$ cat src/rtl/mem_arb_pkg.sv
// rtl/mem_arb_pkg.sv - shared types and widths for the unified memory arbiter
package mem_arb_pkg;

  localparam int ADDR_W = 32;
  localparam int DATA_W = 32;

  typedef enum logic [1:0] {
    IDLE  = 2'd0,
    ISSUE = 2'd1,
    WAIT  = 2'd2,
    RESP  = 2'd3
  } state_e;

  typedef enum logic {
    GNT_I = 1'b0,
    GNT_D = 1'b1
  } gnt_e;

endpackage

$ cat src/rtl/mem_arb_priority.sv
// rtl/mem_arb_priority.sv - fetch/data tie-break with starvation counter
module mem_arb_priority
  import mem_arb_pkg::*;
#(
  parameter int STARVE_MAX = 2
) (
  input  logic clk,
  input  logic reset,
  input  logic i_req,
  input  logic d_req,
  input  logic take,
  output gnt_e gnt,
  output logic valid
);

  localparam int CW = $clog2(STARVE_MAX + 1);

  logic [CW-1:0] lose_cnt;
  logic          starved;

  assign starved = (lose_cnt == CW'(STARVE_MAX));

  // Data wins ties until fetch has lost STARVE_MAX arbitrations in a row.
  always_comb begin
    valid = i_req | d_req;
    gnt   = (i_req && (!d_req || starved)) ? GNT_I : GNT_D;
  end

  // Counter never passes STARVE_MAX: at that value a pending fetch wins and clears it.
  always_ff @(posedge clk or negedge reset) begin
    if (!reset) begin
      lose_cnt <= '0;
    end else if (take && valid) begin
      if (gnt == GNT_I) begin
        lose_cnt <= '0;
      end else if (i_req) begin
        lose_cnt <= lose_cnt + 1'b1;
      end
    end
  end

endmodule

$ cat src/rtl/mem_arbiter.sv
// rtl/mem_arbiter.sv - single-ported memory shared by fetch and load/store ports
module mem_arbiter
  import mem_arb_pkg::*;
#(
  parameter int MEM_LATENCY = 2,
  parameter int STARVE_MAX  = 2
) (
  input  logic              clk,
  input  logic              reset,
  input  logic              i_req,
  input  logic [ADDR_W-1:0] i_addr,
  output logic [DATA_W-1:0] i_rdata,
  output logic              i_ack,
  input  logic              d_req,
  input  logic              d_we,
  input  logic [ADDR_W-1:0] d_addr,
  input  logic [DATA_W-1:0] d_wdata,
  output logic [DATA_W-1:0] d_rdata,
  output logic              d_ack,
  output logic              m_en,
  output logic              m_we,
  output logic [ADDR_W-1:0] m_addr,
  output logic [DATA_W-1:0] m_wdata,
  input  logic [DATA_W-1:0] m_rdata
);

  localparam int LW = (MEM_LATENCY > 1) ? $clog2(MEM_LATENCY) : 1;

  state_e        state;
  gnt_e          gnt_q;
  gnt_e          gnt;
  logic          valid;
  logic          take;
  logic          we_q;
  logic [LW-1:0] lat_cnt;

  assign take = (state == IDLE);

  mem_arb_priority #(
    .STARVE_MAX(STARVE_MAX)
  ) u_priority (
    .clk  (clk),
    .reset(reset),
    .i_req(i_req),
    .d_req(d_req),
    .take (take),
    .gnt  (gnt),
    .valid(valid)
  );

  // m_* and acks default low each cycle so they are only seen in ISSUE / RESP.
  always_ff @(posedge clk or negedge reset) begin
    if (!reset) begin
      state   <= IDLE;
      gnt_q   <= GNT_I;
      we_q    <= 1'b0;
      lat_cnt <= '0;
      i_ack   <= 1'b0;
      d_ack   <= 1'b0;
      m_en    <= 1'b0;
      m_we    <= 1'b0;
      m_addr  <= '0;
      m_wdata <= '0;
      i_rdata <= '0;
      d_rdata <= '0;
    end else begin
      i_ack   <= 1'b0;
      d_ack   <= 1'b0;
      m_en    <= 1'b0;
      m_we    <= 1'b0;
      m_addr  <= '0;
      m_wdata <= '0;
      case (state)
        IDLE: begin
          if (valid) begin
            gnt_q <= gnt;
            state <= ISSUE;
            m_en  <= 1'b1;
            if (gnt == GNT_D) begin
              we_q    <= d_we;
              m_we    <= d_we;
              m_addr  <= d_addr;
              m_wdata <= d_wdata;
            end else begin
              we_q   <= 1'b0;
              m_addr <= i_addr;
            end
          end
        end
        ISSUE: begin
          lat_cnt <= LW'(MEM_LATENCY - 1);
          state   <= WAIT;
        end
        WAIT: begin
          // Last WAIT cycle is the one where m_rdata is valid.
          if (lat_cnt == '0) begin
            state <= RESP;
            if (gnt_q == GNT_I) begin
              i_rdata <= m_rdata;
              i_ack   <= 1'b1;
            end else begin
              d_ack <= 1'b1;
              if (!we_q) begin
                d_rdata <= m_rdata;
              end
            end
          end else begin
            lat_cnt <= lat_cnt - 1'b1;
          end
        end
        RESP: begin
          state <= IDLE;
        end
        default: begin
          state <= IDLE;
        end
      endcase
    end
  end

endmodule

$ cat config.mk
export PLATFORM = sky130hd
export DESIGN_NAME = mem_arbiter
export DESIGN_NICKNAME = d
export VERILOG_FILES = /design/src/rtl/mem_arb_pkg.sv /design/src/rtl/mem_arb_priority.sv /design/src/rtl/mem_arbiter.sv
export SDC_FILE = /design/constraint.sdc
export NUM_CORES = 1
export LEC_CHECK = 0
export ABC_AREA = 1
export CORE_UTILIZATION = 44
export DETAILED_ROUTE_END_ITERATION = 12
export GPL_ROUTABILITY_DRIVEN = 0
export GPL_TIMING_DRIVEN = 0
export PLACE_DENSITY_LB_ADDON = 0.08
export SLEW_MARGIN = 15
export SYNTH_ARGS = -nofsm -noshare
export SYNTH_HDL_FRONTEND = slang
export SYNTH_SLANG_ARGS = --single-unit
$ cat constraint.sdc
create_clock -name clk -period 2.45 [get_ports clk]
set_input_delay 0.3675 -clock clk [delete_from_list [all_inputs] [get_ports clk]]
set_output_delay 0.3675 -clock clk [all_outputs]
set_load 0.005 [all_outputs]
==> impl_metrics.tcl, run 1 <==
set metrics [dict create \
    finClkSkew_ns 0.00430 \
    num_rows 40 \
    numCtsBuffers 17 \
    min_period_ns 1.67 \
    outcome "finished clean" \
    ctsResizeCount 0 \
    final_net_count 1030 \
    ys_types 15 \
    hold_viol 0 \
    dp_hpwl_mm 11.0 \
    yosysMostFrequentCell "dfrtp_1" \
    powerDensity_nw_per_um2 1080 \
    die_h_um 114 \
    rsz0062_at_grt "false" \
    ys.flop_type "dfrtp_1" \
    setup_viol 0 \
    synth_seq_area_share_pct 63.2 \
    fp.dieW_um 114 \
    synthCells 609 \
    yosysWarnings 0 \
    initial_utilization_pct 45.5 \
    synth_nets 745 \
    clock-root-buffer "clkbuf_16" \
    dr.pass1.iters 4 \
    synth-seq-cells 139 \
    holdCritPathClass "in2reg" \
    syn_area_um2 5510 \
    ios 265 \
    path_cells "clkdlybuf4s50_1" \
    vdd_drop_max_mv 0.591 \
    gr-total-overflow 0 \
    crit_family "buffers and inverters" \
    holdWs_ns 0.469 \
    drt_iter0_drc 330 \
    critPathMaxFanout 2 \
    antenna_left 0 \
    port-buffer-count 264 \
    diodes 0 \
    grt_max_degree 71 \
    critical_path_required_ns 2.08 \
    grt_pass1_vias 5193 \
    max-slew-margin-rel_pct 55.8 \
    synth_commonest_cells "139 x dfrtp_1, 115 x nand2_1, 108 x inv_1" \
    async_reset_ff_share_pct 100 \
    final_max_slew_viol_count 0 \
    path_clk_slew_ns 0.06 \
    area_delta_synth_final_pct 63.7 \
    stdcell_count 1075 \
    drive_above_1_share_pct 6.50 \
    drv_cap 0 \
    postLayoutCoreUtil_pct 74.4 \
    die-area_um2 13000 \
    synth_top_area_share_pct 63.2 \
    clkLatencyLatePin_ns 0.41 \
    netlist_top_cells_area "dfrtp_1 63%, nand2_1 7.8%, inv_1 7.4%" \
    pre_cts_ws_ns 0.627 \
    grt_pass1_wl_mm 24.1 \
    synth_edf_count 0 \
    arrival_ns 1.31 \
    postCtsHoldBufs 1 \
    setup_ws_ns 0.776 \
    clock-sinks 139 \
    htreeDepth 4 \
    timing.fmax_mhz 597 \
    antenna_found_initial 0 \
    critPathSlowestCell "clkdlybuf4s50_1" \
    start_kind "register" \
    core_um2 12100 \
    worstMarginPinSlew_ns 0.664 \
    avgRoutedWirePerCell_um 14.0 \
    worstSetupPathType "reg2out" \
    nFillCells 914 \
    cts_setup_buffers 0 \
    routed_wl_mm 15.1 \
    place_inst 1042 \
    finalCritPeriodShare_pct 68.3 \
    max_stage_delay_ns 0.54 \
    cts_buffer_depth 2 \
    endpoint_kind "output port" \
    cts_tree "yes" \
    yosysTopAreaCell "dfrtp_1" \
    power_leakage_nw 4.49 \
    avgViaCountPerCell 4.64 \
    crit_buf_inv 1 \
    vias 4984 \
    drc 0 \
    avgSynthCellArea_um2 9.04 \
    grt_util_all_layers_pct 24.2 \
    power_mw 9.71 \
]
-- metrics by stage --
| stage | instance area, um2 | TNS, ns |
|---|---|---|
| 6_report | 9020 | 0 |
| 5_1_grt | 9020 | 0 |
| 4_1_cts | 9020 | 0 |
| 3_5_place_dp | 8390 | 0 |
| 3_3_place_gp | 8360 | -595.11 |
| 2_1_floorplan | 5510 | 0 |
-- cells in the final DEF, fill, tap and decap left out, drive strengths merged --
master and count:
ha 3, clkinvlp 1, o21ai 66, nand3 38, nor3 1, dlygate4sd3 1
bufinv 4, inv 109, a21oi 33, clkinv 6, nand2 116, clkbuf 29
buf 27, dfrtp 139, clkdlybuf4s50 263, nor2 71
-- path summary, 6_finish.rpt --
check	startpoint	to	slack, ns	depth (start not counted)
max in group asynchronous	reset	m_wdata[20]$_DFF_PN0_	1.14	3
hold reg to reg	i_rdata[20]$_DFFE_PN0P_	i_rdata[20]$_DFFE_PN0P_	0.48	2
setup reg to reg	state[0]$_DFFE_PN0P_	d_rdata[7]$_DFFE_PN0P_	0.83	7
setup / recovery	d_rdata[0]$_DFFE_PN0P_	d_rdata[0]	0.78	1
min in group asynchronous	reset	i_rdata[8]$_DFFE_PN0P_	0.54	2
hold / removal	d_wdata[19]	m_wdata[19]$_DFF_PN0_	0.47	3
-- registers in the layout (all words and copies together), names as in the netlist --
signal	flops
d_rdata	32
i_rdata	32
m_addr	32
m_wdata	32
state	2
u_priority.lose_cnt	2
d_ack	1
gnt_q	1
i_ack	1
lat_cnt	1
m_en	1
m_we	1
we_q	1
-- routing by layer --
layer	part of all wire [%]	GRT usage, %	vias up
met1	38	26.1	2344
met3	7.8	7.97	27
li1	-	-	2422
met4	2.4	11.3	0
met2	52	43.0	191
met5	0	0	-
-- layout make-up --
class,instances,area [um2],area share [%]
flip-flops and latches,139,3480,38.6
repair buffers,266,2680,29.7
multi-input cells,328,1440,15.9
clock buffers,20,447,4.95
inverters,108,405,4.50
well taps,168,210,2.33
plain buffers,34,189,2.10
clock inverters,12,170,1.89
-- cells by family (layout without fill, tap and decap cells) --
family	after synthesis	in the layout	share of synthesized area (%)
adder cells (fa/ha/maj)	3	3	0.682
flip-flops	139	139	63.2
buffers and inverters	142	440	10.8
AO/OA/AOI/OAI	99	99	9.00
AND/OR/NAND/NOR	226	226	16.4
-- power by group --
part / switching (mW) / total [mW] / internal [mW] / leakage (nW)
sequential: 0.414 / 3.57 / 3.15 / 1.76
clock: 0.919 / 2.64 / 1.72 / 0.304
combinational: 1.46 / 3.50 / 2.05 / 2.43
total: 2.79 / 9.71 / 6.92 / 4.49
-- worst register-to-register path, delay by kind of cell, from the launching register on --
family / cells / cell delay (ns)
fa+ha+maj: 1 / 0.26
simple gates: 2 / 0.24
flops: 1 / 0.35
compound gates: 1 / 0.17
buf+inv: 3 / 0.47
(Power assumes the default switching activity.)
==> run 2, diff against run 1 <==
CORE_UTILIZATION = 37   (was 44)
clock period = 1.54 ns   (was 2.45 ns; I/O delays follow)
==> run 2 against run 1 <==
Against the previous run:
- non-clock buffer count up 8
- final area up 2.7%
- hold slack worse by 0.16 ns
- sequential share of layout area down 1.0 points
- critical endpoint is now i_rdata[4]
- sequential cell count unchanged
- clock power up 53%
- critical path type unchanged
- combinational power up 59%
- utilization down 11 points
- die area up 19%
- clock-buffer cell count up 5
- critical path depth unchanged
- largest cell class unchanged
- clock skew up 0.0067 ns
==> impl_metrics.tcl, run 2 (synthesis gave the netlist of run 1 again) <==
set metrics [dict create \
    outcome "finished clean" \
    layout_common_cells "209 x clkdlybuf4s50_1, 139 x dfrtp_1, 114 x nand2_1" \
    ios 265 \
    worstMarginPinSlew_ns 0.513 \
    core_um2 14500 \
    min_period_ns 1.50 \
    numCtsBuffers 17 \
    vias 4983 \
    critical_path_required_ns 1.31 \
    worstSetupPathType "reg2out" \
    crit_buf_inv 1 \
    critPathMaxFanout 2 \
    finClkSkew_ns 0.0110 \
    hold_viol 0 \
    antenna_found_initial 0 \
    diodes 0 \
    final_max_slew_viol_count 0 \
    multi_input_area_um2 1460 \
    die_h_um 124 \
    start_kind "register" \
    routed_wl_mm 15.6 \
    rsz0062_at_grt "true" \
    initial_utilization_pct 37.9 \
    holdWs_ns 0.306 \
    clock-sinks 139 \
    finalCritPeriodShare_pct 97.6 \
    endpoint_kind "output port" \
    power_leakage_nw 5.03 \
    fp.dieW_um 124 \
    r2r_cells 7 \
    avgRoutedWirePerCell_um 14.3 \
    r2r-start "state[0]$_DFFE_PN0P_" \
    nFillCells 1251 \
    dr.pass1.iters 5 \
    holdCritPathClass "in2async" \
    gr-total-overflow 0 \
    antenna_left 0 \
    timing.fmax_mhz 665 \
    path_cells "clkdlybuf4s50_1" \
    final-seq-area_um2 3480 \
    layout_commonest_cell "clkdlybuf4s50_1" \
    grt_max_degree 95 \
    max_stage_delay_ns 0.51 \
    max-slew-margin-rel_pct 65.8 \
    critPathSlowestCell "clkdlybuf4s50_1" \
    port-buffer-count 264 \
    vdd_drop_max_mv 0.665 \
    cts_tree "yes" \
    path_clk_slew_ns 0.06 \
    dp_hpwl_mm 11.3 \
    area_delta_synth_final_pct 68.1 \
    arrival_ns 1.27 \
    num_rows 44 \
    clock-root-buffer "clkbuf_16" \
    reg2reg_to "i_rdata[29]$_DFFE_PN0P_" \
    power_mw 15.3 \
    crit_family "buffers and inverters" \
    grt_util_all_layers_pct 20.0 \
    setup_viol 0 \
    grt_pass1_wl_mm 23.2 \
    avgViaCountPerCell 4.54 \
    powerDensity_nw_per_um2 1650 \
    reg2reg_slack_ns 0.10 \
    htreeDepth 4 \
    die-area_um2 15400 \
    clkLatencyLatePin_ns 0.41 \
    drt_iter0_drc 184 \
    drv_cap 0 \
    drive_above_1_share_pct 8.32 \
    drc 0 \
    grt_pass1_vias 4755 \
    final_net_count 1038 \
    cts_buffer_depth 2 \
]
==> run 2: cell count changes in the layout (fill, tap and decap cells not counted), sizes merged <==
cell,before,now
clkdlybuf4s50,263,209
dlymetal6s2s,0,44
dlygate4sd2,0,10
buf,27,36
clkbuf,29,33
clkinv,6,2
bufinv,4,2
clkinvlp,1,2
inv,109,108
==> run 2: final cells by class <==
type                       count  share of cell area [%]
buffer                        34                    2.68
clock buffer                  25                    5.46
clock inverter                 6                   0.919
inverter                     108                    4.38
multi-input combinational    328                    15.8
sequential                   139                    37.6
tap                          184                    2.49
timing repair buffer         274                    30.7
==> run 2: through the flow <==
step	utilization (%)	TNS, ns	cells	setup WS (ns)	area, um2
2_1_floorplan	-	0	609	0.278	5510
3_3_place_gp	57.7	-735.81	1057	-5.26	8380
3_5_place_dp	57.9	-9.69	1058	-0.181	8410
4_1_cts	62.0	0	1090	0.000362	9010
5_1_grt	63.7	-0.503	1098	-0.0493	9260
6_report	63.7	0	1098	0.0367	9260
==> run 2: how the worst max path moves through the flow <==
stage | from | end | slack (ns) | cells after the start
2_1_floorplan | u_priority.lose_cnt[0]$_DFFE_PN0P_ | m_addr[22]$_DFF_PN0_ | 0.28 | 9
3_3_place_gp | reset | m_wdata[25]$_DFF_PN0_ | -5.26 | 1
3_5_place_dp | i_req | m_wdata[26]$_DFF_PN0_ | -0.18 | 6
4_1_cts | i_rdata[4]$_DFFE_PN0P_ | i_rdata[4] | 0.0004 | 1
5_1_grt | state[0]$_DFFE_PN0P_ | m_wdata[26]$_DFF_PN0_ | -0.05 | 7
6_report | i_rdata[4]$_DFFE_PN0P_ | i_rdata[4] | 0.04 | 1
==> run 2: repair_timing <==
item | in CTS | in global routing
gates cloned | 0 | 1
pin swaps | 0 | 1
hold buffers | 1 | 0
setup endpoints to repair | 60 | 172
endpoints found under the hold margin | 45 | 0
buffers inserted | 0 | 7
gates resized for setup | 16 | 104
==> run 2: power by group <==
part	switching, mW	internal, mW	leakage, nW
combinational	2.37	3.22	2.99
sequential	0.638	5.01	1.76
clock	1.45	2.59	0.285
total	4.45	10.8	5.03
==> run 2: layer usage <==
layer  part of all wire [%]  wire [um]  global-route usage, %  vias up
li1                       -          -                      -     2437
met1                     39       6070                   22.7     2352
met2                     51       7920                   33.8      172
met3                    8.7       1360                   8.20       22
met4                    1.9        294                   7.29        0
met5                      0          0                      0        -
==> run 3, diff against run 2 <==
clock period = 1.32 ns   (was 1.54 ns; I/O delays follow)
==> run 3 against run 2 <==
Against the previous run:
- the run now ends with setup timing left
- global-route usage up 2.2 points
- register-to-register slack worse by 0.18 ns
- clock-buffer cell count unchanged
- power up 31%
- first-iteration DRC count up 26%
- hold slack worse by 0.029 ns
- sequential cell count unchanged
- final area up 12%
- critical path depth up 8
- sequential power up 21%
- clock skew about the same
- routed wire length up 14%
- largest power group is now combinational cells
- highest routed layer unchanged
==> impl_metrics.tcl, run 3 (synthesis gave the netlist of run 1 again) <==
set metrics [dict create \
    setup_ws_ns -0.0779 \
    avgViaCountPerCell 4.66 \
    drc 0 \
    clkLatencyLatePin_ns 0.41 \
    critPathMaxFanout 6 \
    timing.fmax_mhz 715 \
    critical_path_required_ns 1.61 \
    max_stage_delay_ns 0.39 \
    place_inst 1058 \
    finClkSkew_ns 0.0110 \
    critPathSlowestCell "dfrtp_1" \
    die-area_um2 15400 \
    dp_hpwl_mm 11.3 \
    layout_commonest_cell "dfrtp_1" \
    violations "setup timing" \
    stdcell_count 1138 \
    core_um2 14500 \
    wl_met2_mm 9.75 \
    final_max_slew_viol_count 0 \
    met3WireLength_mm 1.32 \
    grt_pass1_wl_mm 25.6 \
    clock-sinks 139 \
    layout_common_cells "139 x dfrtp_1, 131 x clkdlybuf4s50_1, 121 x dlygate4sd2_1" \
    outcome "finished with violations" \
    critPathLaunch "state[0]$_DFFE_PN0P_" \
    design_area_um2 10400 \
    routed_wl_mm 17.8 \
    rsz0062_at_grt "true" \
    gr-total-overflow 0 \
    min_period_ns 1.40 \
    diodes 0 \
    cts_tree "yes" \
    powerDensity_nw_per_um2 1920 \
    initial_utilization_pct 37.9 \
    num_rows 44 \
    placed_area_um2 8410 \
    start_kind "register" \
    ios 265 \
    grt_pass1_vias 5183 \
    path_cells "inv_2 -> buf_6 -> ha_4 -> nand2_4 -> clkinv_8 -> nand2_8 -> buf_8 -> nand2_2 -> o21ai_2" \
    drive_above_1_share_pct 29.4 \
    r2r-start "state[0]$_DFFE_PN0P_" \
    avgRoutedWirePerCell_um 15.7 \
    drt_iter0_drc 231 \
    antenna_found_initial 0 \
    antenna_left 0 \
    area_delta_synth_final_pct 89.1 \
    dr.pass1.iters 4 \
    power_mw 20.0 \
    drv_cap 0 \
    grt_max_degree 95 \
    path_clk_slew_ns 0.05 \
    port-buffer-count 264 \
    cts_buffer_depth 2 \
    setup_viol 103 \
    max-slew-margin-rel_pct 66.8 \
    numCtsBuffers 17 \
    final_net_count 1078 \
    arrival_ns 1.69 \
    wl_met1_mm 6.40 \
    fp.dieW_um 124 \
    topRoutingLayerUsed "met4" \
    hold_viol 0 \
    grt_util_all_layers_pct 22.2 \
    clock-root-buffer "clkbuf_16" \
    worstMarginPinSlew_ns 0.498 \
    fin_setup_tns_ns -3.41 \
    holdCritPathClass "in2async" \
    finalCritPeriodShare_pct 106 \
    power_leakage_nw 5.37 \
    htreeDepth 4 \
    worstSetupPathType "reg2reg" \
    endpoint_kind "register" \
    vias 5300 \
    vdd_drop_max_mv 0.871 \
    die_h_um 124 \
]
[run 3: cell type report]
class | instances | area (um2)
clock inverters | 6 | 85.1
well taps | 184 | 230
plain buffers | 34 | 433
multi-input cells | 330 | 2210
inverters | 108 | 420
clock buffers | 25 | 505
fillers | 1109 | 4120
repair buffers | 312 | 3050
flip-flops and latches | 139 | 3480
[run 3: through the flow]
step	hold WS [ns]	setup WS, ns	util (%)
2_1_floorplan	-0.0976	0.0582	-
3_3_place_gp	0.457	-5.45	57.7
3_5_place_dp	0.121	-0.368	57.9
4_1_cts	0.279	-0.0705	66.2
5_1_grt	0.301	-0.142	71.6
6_report	0.277	-0.0779	71.6
[run 3: final timing paths]
kind / to / slack (ns) / cells after the start
worst max-delay path: d_rdata[11]$_DFFE_PN0P_ / -0.08 / 9
worst min-delay path: d_rdata[7]$_DFFE_PN0P_ / 0.28 / 2
worst max register to register: d_rdata[11]$_DFFE_PN0P_ / -0.08 / 9
worst min register to register: d_rdata[29]$_DFFE_PN0P_ / 0.48 / 2
max in group asynchronous: m_wdata[21]$_DFF_PN0_ / 0.24 / 3
min in group clk: m_wdata[10]$_DFF_PN0_ / 0.30 / 3
[run 3: timing repair]
action / 4_1_cts / 5_1_grt
resized for setup: 301 / 218
setup endpoints to repair: 262 / 130
pin swaps: 7 / 19
cloned: 14 / 6
endpoints found under the hold margin: 45 / 0
hold buffers: 1 / 0
setup buffers: 27 / 3
[run 3: report_power, final]
part           total (mW)  internal [mW]  switching (mW)
Sequential           6.81           5.85           0.959
Clock                4.72           3.02            1.70
Combinational        8.47           4.62            3.85
[run 3: worst max-delay path: cells and delay by family, from the launching register on]
| kind | cells | cell delay (ns) |
|---|---|---|
| fa+ha+maj | 1 | 0.17 |
| flops | 1 | 0.39 |
| simple gates | 3 | 0.23 |
| compound gates | 1 | 0.05 |
| buf+inv | 4 | 0.45 |
[run 3: per-layer routing]
layer / global-route usage (%) / up-vias
li1: - / 2530
met1: 23.9 / 2566
met2: 39.9 / 179
met3: 7.88 / 25
met4: 8.41 / 0
met5: 0 / -
